### config.mk
export PLATFORM = sky130hd
export DESIGN_NAME = hba_arbiter
export DESIGN_NICKNAME = d
export VERILOG_FILES = /design/src/rtl/hba_arbiter.sv
export SDC_FILE = /design/constraint.sdc
export NUM_CORES = 1
export LEC_CHECK = 0
export BUFFER_PORTS_ARGS = -buffer_cell sky130_fd_sc_hd__buf_2
export CAP_MARGIN = 20
export CORE_MARGIN = 2
export CORE_UTILIZATION = 35
export CTS_BUF_LIST = sky130_fd_sc_hd__clkbuf_8
export CTS_CLUSTER_SIZE = 30
export DETAILED_ROUTE_END_ITERATION = 10
export GPL_TIMING_DRIVEN = 0
export SLEW_MARGIN = 5
export SYNTH_ARGS = -nofsm -noshare
export SYNTH_HDL_FRONTEND = slang
export SYNTH_SLANG_ARGS = --single-unit
### constraint.sdc
create_clock -name hba_clk -period 4.75 [get_ports hba_clk]
set_clock_uncertainty 0.05 [all_clocks]
set_input_delay 0 -clock hba_clk [delete_from_list [all_inputs] [get_ports hba_clk]]
set_output_delay 0 -clock hba_clk [all_outputs]
set_load 0.005 [all_outputs]
### src/rtl/hba_arbiter.sv
// hba_arbiter: round-robin HBA bus arbiter with registered one-hot grant.
// Define HBA_ARB_TIMEOUT_EN to add the grant watchdog and per-master lockout mask.
module hba_arbiter #(
    parameter int NUM_MASTERS    = 4,
    parameter int OWNER_WIDTH    = 2,
    parameter int TIMEOUT_CYCLES = 1024,
    parameter int TIMEOUT_WIDTH  = 16
) (
    input  logic                   hba_clk,
    input  logic                   hba_resetn,
    input  logic [NUM_MASTERS-1:0] hba_mrequest,
    input  logic                   hba_xferack,
    output logic [NUM_MASTERS-1:0] hba_mgrant,
    output logic                   arb_busy,
    output logic [OWNER_WIDTH-1:0] arb_owner,
    output logic                   arb_timeout
);
    localparam int IW = (NUM_MASTERS > 1) ? $clog2(NUM_MASTERS) : 1;

    typedef enum logic [1:0] {IDLE, GRANTED, RELEASE} state_t;

    state_t                 state_q;
    logic [NUM_MASTERS-1:0] grant_q, req_m, mask_q;
    logic [OWNER_WIDTH-1:0] owner_q, last_q, pick_d;
    logic                   busy_q, found_d, owner_req, to_hit;

    assign owner_req = |(hba_mrequest & grant_q);
    assign req_m     = hba_mrequest & ~mask_q;

`ifdef HBA_ARB_TIMEOUT_EN
    logic [TIMEOUT_WIDTH-1:0] cnt_q;
    logic                     timeout_q;
    assign to_hit = state_q == GRANTED && owner_req && !hba_xferack &&
                    cnt_q == TIMEOUT_WIDTH'(TIMEOUT_CYCLES - 1);
    assign arb_timeout = timeout_q;
`else
    logic unused_xferack;
    assign unused_xferack = hba_xferack;
    assign mask_q         = '0;
    assign to_hit         = 1'b0;
    assign arb_timeout    = 1'b0;
`endif

    // Scan starts just past the last owner, so the previous owner ranks lowest.
    always_comb begin
        found_d = 1'b0;
        pick_d  = '0;
        for (int k = 1; k <= NUM_MASTERS; k++) begin
            if (!found_d && req_m[IW'((int'(last_q) + k) % NUM_MASTERS)]) begin
                found_d = 1'b1;
                pick_d  = OWNER_WIDTH'((int'(last_q) + k) % NUM_MASTERS);
            end
        end
    end

    always_ff @(posedge hba_clk or negedge hba_resetn) begin
        if (!hba_resetn) begin
            state_q   <= IDLE;
            grant_q   <= '0;
            owner_q   <= '0;
            busy_q    <= 1'b0;
            last_q    <= OWNER_WIDTH'(NUM_MASTERS - 1);
`ifdef HBA_ARB_TIMEOUT_EN
            mask_q    <= '0;
            cnt_q     <= '0;
            timeout_q <= 1'b0;
`endif
        end else begin
            case (state_q)
                IDLE: begin
                    if (found_d) begin
                        grant_q <= NUM_MASTERS'(1) << pick_d;
                        owner_q <= pick_d;
                        last_q  <= pick_d;
                        busy_q  <= 1'b1;
                        state_q <= GRANTED;
                    end
                end
                GRANTED: begin
                    if (!owner_req || to_hit) begin
                        grant_q <= '0;
                        owner_q <= '0;
                        busy_q  <= 1'b0;
                        state_q <= RELEASE;
                    end
                end
                default: state_q <= IDLE;
            endcase
`ifdef HBA_ARB_TIMEOUT_EN
            // A revoked master stays locked out until it is seen idle once.
            timeout_q <= to_hit;
            mask_q    <= (mask_q & hba_mrequest) | (to_hit ? grant_q : '0);
            cnt_q     <= (state_q != GRANTED || hba_xferack) ? '0 : cnt_q + 1'b1;
`endif
        end
    end

    assign hba_mgrant = grant_q;
    assign arb_busy   = busy_q;
    assign arb_owner  = owner_q;
endmodule

==> results of run 1 <==
## area by class of cell
class | instances | area (µm²) | area share [%]
Tap cell | 16 | 20.0 | 3.01
Multi-Input combinational cell | 33 | 238 | 35.7
Clock buffer | 3 | 41.3 | 6.20
Inverter | 2 | 7.51 | 1.13
Clock inverter | 1 | 3.75 | 0.564
Buffer | 1 | 7.51 | 1.13
Timing Repair Buffer | 13 | 70.1 | 10.5
Sequential cell | 11 | 278 | 41.7
## stage by stage
step,total power [mW],util (%),instances
floorplan,0.295,-,47
global placement,0.354,42.0,75
detailed placement,0.356,42.0,75
CTS,0.449,45.8,80
global route,0.481,45.8,80
finish,0.445,45.8,80
## sequential cells by signal, indices dropped and copies added, names as in the netlist
| register | flops |
|---|---|
| hba_mgrant | 4 |
| arb_owner | 2 |
| last_q | 2 |
| state_q | 2 |
| arb_busy | 1 |
## synth_stat cells
library cell  number  share of area [%]
dfrtp_1            9                 42
a21oi_1            3                2.8
nand2_1            3                2.1
o2bb2ai_1          3                5.0
a21o_1             2                2.8
dfstp_2            2                9.9
inv_1              2                1.4
nor2_1             2                1.4
a21boi_0           1                1.4
a221oi_1           1                1.7
a222oi_1           1                1.9
a22o_1             1                1.7
a32o_1             1                1.9
and2b_1            1                1.4
and3b_1            1                1.7
and3b_2            1                1.9
buf_4              1                1.4
conb_1             1               0.71
mux2i_1            1                1.9
nor2_2             1                1.2
nor2b_1            1                1.2
nor3_2             1                1.9
nor4_2             1                2.4
o21ai_0            1               0.94
o221a_2            1                2.1
o31ai_1            1                1.4
or2_1              1                1.2
or2_2              1                1.2
or3_1              1                1.2
## cell families (layout without fill, tap and decap cells)
logic type             Yosys count  after routing  share of synthesized area [%]
AND/OR/NAND/NOR                 15             15                           18.6
buffers and inverters            3             20                           2.83
multiplexers                     1              1                           1.89
flip-flops                      11             11                           52.4
other                            1              1                          0.707
AO/OA/AOI/OAI                   16             16                           23.6
## power by group through the flow
stage,combinational [mW],clock [mW],sequential [mW]
final,0.173,0.0901,0.182
after CTS,0.175,0.0925,0.182
after global placement,0.171,0,0.182
after floorplan,0.117,0,0.179
after detailed placement,0.171,0,0.184
after global routing,0.193,0.0987,0.190
## worst max-delay path: cells and delay by family, from the launching register on
family             cells  cell delay (ns)
AOI/OAI and AO/OA      2             0.69
and+or+nand+nor        2             0.31
DFF                    1             0.54
## how the worst min path moves through the flow
stage | start | slack, ns | end
global route | hba_resetn | 0.14 | hba_mgrant[3]$_DFFE_PN0P_
global placement | hba_resetn | -0.17 | arb_busy$_DFFE_PN0P_
finish | hba_resetn | 0.12 | arb_busy$_DFFE_PN0P_
detailed placement | hba_resetn | -0.17 | state_q[0]$_DFFE_PN0P_
floorplan | hba_resetn | -0.35 | arb_busy$_DFFE_PN0P_
CTS | hba_resetn | 0.11 | arb_busy$_DFFE_PN0P_
## timing repair
| action | CTS | global route |
|---|---|---|
| buffers inserted | 0 | 0 |
| hold endpoints to repair | 11 | 0 |
| hold buffers | 1 | 0 |
## metal layers
metal	GRT usage [%]	vias to the layer above	wire length, µm
li1	-	208	-
met1	20.1	191	538
met2	15.2	15	438
met3	2.55	2	63
met4	9.09	0	10
met5	0	-	0
## cell usage in the layout, fill, tap and decap left out, types with 2 or more instances in the layout
master	Yosys	layout
a21o_1	2	2
a21oi_1	3	3
buf_2	0	12
clkbuf_8	0	3
dfrtp_1	9	9
dfstp_2	2	2
inv_1	2	3
nand2_1	3	3
nor2_1	2	2
o2bb2ai_1	3	3
==> impl_metrics.csv, run 1 <==
group,metric,value,unit
timing,worst_pin_slew,0.512,ns
global_routing,antenna_found_initial,0,
status,outcome,"finished, final reports clean",
global_routing,grt_max_degree,12,
setup_path,r2r-start,"last_q[0]$_DFFE_PN1P_",
layout,antenna_cells,0,
clock_tree,cts_tree,"done",
detailed_routing,vias_per_cell,5.20,
timing,slew_viol_final,0,
global_routing,grt_pass1_vias,388,
job,drv_cap,0,
power_and_ir_drop,p_sw_share,35.5,%
layout,drive_above_1_share,37.5,%
timing,hold_viol,0,
min_path,worstHoldPathType,"input port to async pin",
setup_path,crit_slowest_cell,"dfstp_2",
detailed_routing,ant_nets,0,
setup_path,rr_worst_depth,4,
power_and_ir_drop,leakage,0.329,nW
timing,hold_slack,0.116,ns
detailed_routing,dr_total_vias,416,
setup_path,ff2ff_setup_slack,3.05,ns
clock_tree,clk_latency,0.23,ns
timing,fmax,589,MHz
setup_path,cp_cell_sequence,"and3b_1, o31ai_1, nor2_1, a22o_1",
placed_design,dpl_cell_area,611,µm²
synthesis,synth_cells,47,
synthesis,synth.distinct_cells,29,
layout,syn_to_final_growth,25.5,%
placed_design,portBuffers,12,
power_and_ir_drop,clockPowerShare,20.3,%
placed_design,hpwl,759,µm
setup_path,startpoint,"last_q[0]$_DFFE_PN1P_",
setup_path,r2r_end,"hba_mgrant[2]$_DFFE_PN0P_",
clock_tree,numCtsBuffers,3,
timing,rsz0062_at_grt,"false",
timing,fin_crit,1.70,ns
setup_path,crit_end,"hba_mgrant[2]$_DFFE_PN0P_",
synthesis,synth_area,531,µm²
timing,setup_ws,3.05,ns
layout,final_nets,72,
floorplanning,die_area,0.00184,mm²
floorplanning,die_h,42.9,µm
power_and_ir_drop,comb_power_share,38.8,%
timing,setup_viol,0,
power_and_ir_drop,internal_power,287,µW
synthesis,ys_seq_area_share,52.4,%
clock_tree,cts_root_buffer,"clkbuf_8",
timing,slew_headroom,65.6,%
layout,nFillCells,140,
floorplanning,die_w,42.9,µm
clock_tree,clk_path_buf_depth,2,
synthesis,syn_nets,54,
timing,period_share,35.8,%
floorplanning,core,0.00145,mm²
clock_tree,post_cts_resized,0,
global_routing,grt_pass1_wl,1720,µm
power_and_ir_drop,peakVddDrop,271,µV
floorplanning,rows,14,
detailed_routing,wire_per_inst,13.1,µm
detailed_routing,firstDrtPassIters,4,
floorplanning,start_util,36.5,%
global_routing,grt.total_usage,12.8,%
synthesis,synth.avg_cell_area,11.3,µm²
layout,stdcell_area,666,µm²
clock_tree,cts-htree-levels,1,
detailed_routing,drt_iter0_drc,15,
setup_path,crit_required,4.82,ns
setup_path,slowest_delay,0.54,ns
setup_path,crit_type,"register to register",
clock_tree,clk_pin_slew,0.05,ns
synthesis,ys_warn_count,0,
setup_path,crit_fanout,4,
setup_path,arrival,1.77,ns
detailed_routing,finalWirelength,1050,µm
power_and_ir_drop,netSwitchingPower,158,µW
clock_tree,clock-sinks,11,
floorplanning,io_pins,15,
power_and_ir_drop,seqPwrFrac,40.9,%
setup_path,critPathCaptureType,"register",
setup_path,start_kind,"register",
global_routing,overflow,0,
power_and_ir_drop,powerDensity,668,mW/mm²
timing,finalSetupTns,0,ns
detailed_routing,drc,0,
synthesis,ys_ff_latch,11,
placed_design,place_ws,3.09,ns
placed_design,gp_congestion,0.729,
Note: power is estimated with default switching activity, not from simulation.
==> inputs of run 2 (changes only) <==
==> constraint.sdc (replaced) <==
create_clock -name hba_clk -period 1.6 [get_ports hba_clk]
set_clock_uncertainty 0.05 [all_clocks]
set_input_delay 0 -clock hba_clk [delete_from_list [all_inputs] [get_ports hba_clk]]
set_output_delay 0 -clock hba_clk [all_outputs]
set_load 0.005 [all_outputs]
==> impl_metrics.csv, run 2 (synthesis gave the netlist of run 1 again) <==
group,metric,value,unit
layout,final_cells,81,
layout,final_core_util,47.6,%
setup_path,critPathCaptureType,"register",
setup_path,crit_fanout,6,
setup_path,crit_slowest_cell,"dfrtp_1",
clock_tree,cts_tree,"done",
power_and_ir_drop,leakage,0.338,nW
global_routing,grt_pass1_vias,388,
setup_path,crit_end,"hba_mgrant[2]$_DFFE_PN0P_",
clock_tree,numCtsBuffers,3,
setup_path,crit_type,"register to register",
global_routing,grt.total_usage,12.8,%
timing,setup_ws,0.0769,ns
placed_design,place_ws,-0.0572,ns
layout,final_nets,73,
job,drv_cap,0,
power_and_ir_drop,powerDensity,2000,mW/mm²
layout,final_cell_mix,"buf_2 (12), dfrtp_1 (9)",
power_and_ir_drop,p_total,1.38,mW
floorplanning,die_h,42.9,µm
detailed_routing,drc,0,
placed_design,portBuffers,12,
setup_path,slowest_delay,0.38,ns
detailed_routing,wl_met3,56,µm
global_routing,overflow,0,
detailed_routing,drt_iter0_drc,14,
setup_path,arrival,1.60,ns
floorplanning,rows,14,
detailed_routing,dr_total_vias,424,
detailed_routing,firstDrtPassIters,4,
detailed_routing,wl_met1,575,µm
timing,fin_crit,1.52,ns
setup_path,rr_worst_depth,4,
floorplanning,die_area,0.00184,mm²
layout,drive_above_1_share,40.0,%
setup_path,ff2ff_setup_slack,0.08,ns
floorplanning,start_util,36.5,%
setup_path,r2r-start,"hba_mgrant[0]$_DFFE_PN0P_",
setup_path,start_kind,"register",
timing,hold_viol,0,
clock_tree,clk_path_buf_depth,2,
setup_path,startpoint,"hba_mgrant[0]$_DFFE_PN0P_",
layout,largest_reg_flops,4,
clock_tree,clk_latency,0.24,ns
detailed_routing,highest_layer,"met4",
clock_tree,cts-htree-levels,1,
setup_path,crit_required,1.68,ns
detailed_routing,wire_per_inst,13.5,µm
detailed_routing,met2_length,434,µm
floorplanning,io_pins,15,
clock_tree,clk_pin_slew,0.05,ns
layout,multi_input_area,256,µm²
global_routing,antenna_found_initial,0,
timing,period_share,95.2,%
timing,hold_slack,0.112,ns
detailed_routing,vias_per_cell,5.23,
power_and_ir_drop,peakVddDrop,829,µV
timing,slew_viol_final,0,
layout,final_common_cell,"buf_2",
clock_tree,clock-sinks,11,
timing,fmax,657,MHz
placed_design,dp.cells,75,
placed_design,hpwl,759,µm
floorplanning,die_w,42.9,µm
layout,antenna_cells,0,
setup_path,cp_cell_sequence,"a222oi_1, and3b_2, nor2_4, a22o_1",
setup_path,r2r_end,"hba_mgrant[2]$_DFFE_PN0P_",
global_routing,grt_max_degree,12,
detailed_routing,finalWirelength,1100,µm
layout,seqCellArea,278,µm²
floorplanning,core,0.00145,mm²
layout,syn_to_final_growth,30.4,%
min_path,worstHoldPathType,"input port to async pin",
timing,rsz0062_at_grt,"false",
global_routing,grt_pass1_wl,1720,µm
timing,setup_viol,0,
clock_tree,cts_root_buffer,"clkbuf_8",
detailed_routing,ant_nets,0,
placed_design,gp_congestion,0.729,
layout,nFillCells,138,
status,outcome,"finished, final reports clean",
[run 2: changes by cell type in the layout (fill, tap and decap cells not counted), sizes merged]
cell / delta
buf: +1
[run 2: per-stage QoR]
| stage | area [µm²] | setup TNS [ns] |
|---|---|---|
| after global placement | 611 | -0.204 |
| after global routing | 692 | 0 |
| after floorplan | 531 | 0 |
| after detailed placement | 611 | -0.0764 |
| after CTS | 671 | 0 |
| final | 692 | 0 |
[run 2: metal layers]
metal | vias to the layer above | track usage, %
li1 | 211 | -
met1 | 196 | 20.1
met2 | 12 | 15.2
met3 | 5 | 2.55
met4 | 0 | 9.09
met5 | - | 0
[run 2: report_power, final]
part / total, mW / switching [mW] / internal (mW) / leakage, nW
Clock: 0.273 / 0.104 / 0.168 / 0.0269
Combinational: 0.568 / 0.288 / 0.280 / 0.176
Sequential: 0.540 / 0.110 / 0.430 / 0.135
Total: 1.38 / 0.502 / 0.879 / 0.338
[run 2: repair_timing]
item / in CTS / in global routing
endpoints found under the setup margin: 3 / 3
pin swaps: 0 / 2
hold buffers: 1 / 0
cloned: 0 / 0
gates resized for setup: 1 / 2
setup buffers: 0 / 1
hold endpoints to repair: 11 / 0
[run 2: worst min path at each step]
stage               cells after the start  startpoint                        end  slack [ns]
global route                            2  hba_resetn  hba_mgrant[3]$_DFFE_PN0P_        0.14
floorplan                               0  hba_resetn       arb_busy$_DFFE_PN0P_       -0.35
CTS                                     2  hba_resetn       arb_busy$_DFFE_PN0P_        0.11
detailed placement                      1  hba_resetn     state_q[0]$_DFFE_PN0P_       -0.17
finish                                  2  hba_resetn       arb_busy$_DFFE_PN0P_        0.11
global placement                        1  hba_resetn       arb_busy$_DFFE_PN0P_       -0.17
[run 2: cell type report]
type / count / area share, %
Buffer: 1 / 1.08
Multi-Input combinational cell: 33 / 37.1
Timing Repair Buffer: 14 / 11.2
Clock inverter: 1 / 0.542
Sequential cell: 11 / 40.1
Clock buffer: 3 / 5.97
Inverter: 2 / 1.08
Tap cell: 16 / 2.89
[run 2: critical path, delay by kind of cell (launching register included)]
kind	cells	cell delay, ns
compound gates	2	0.62
flops	1	0.38
simple gates	2	0.36
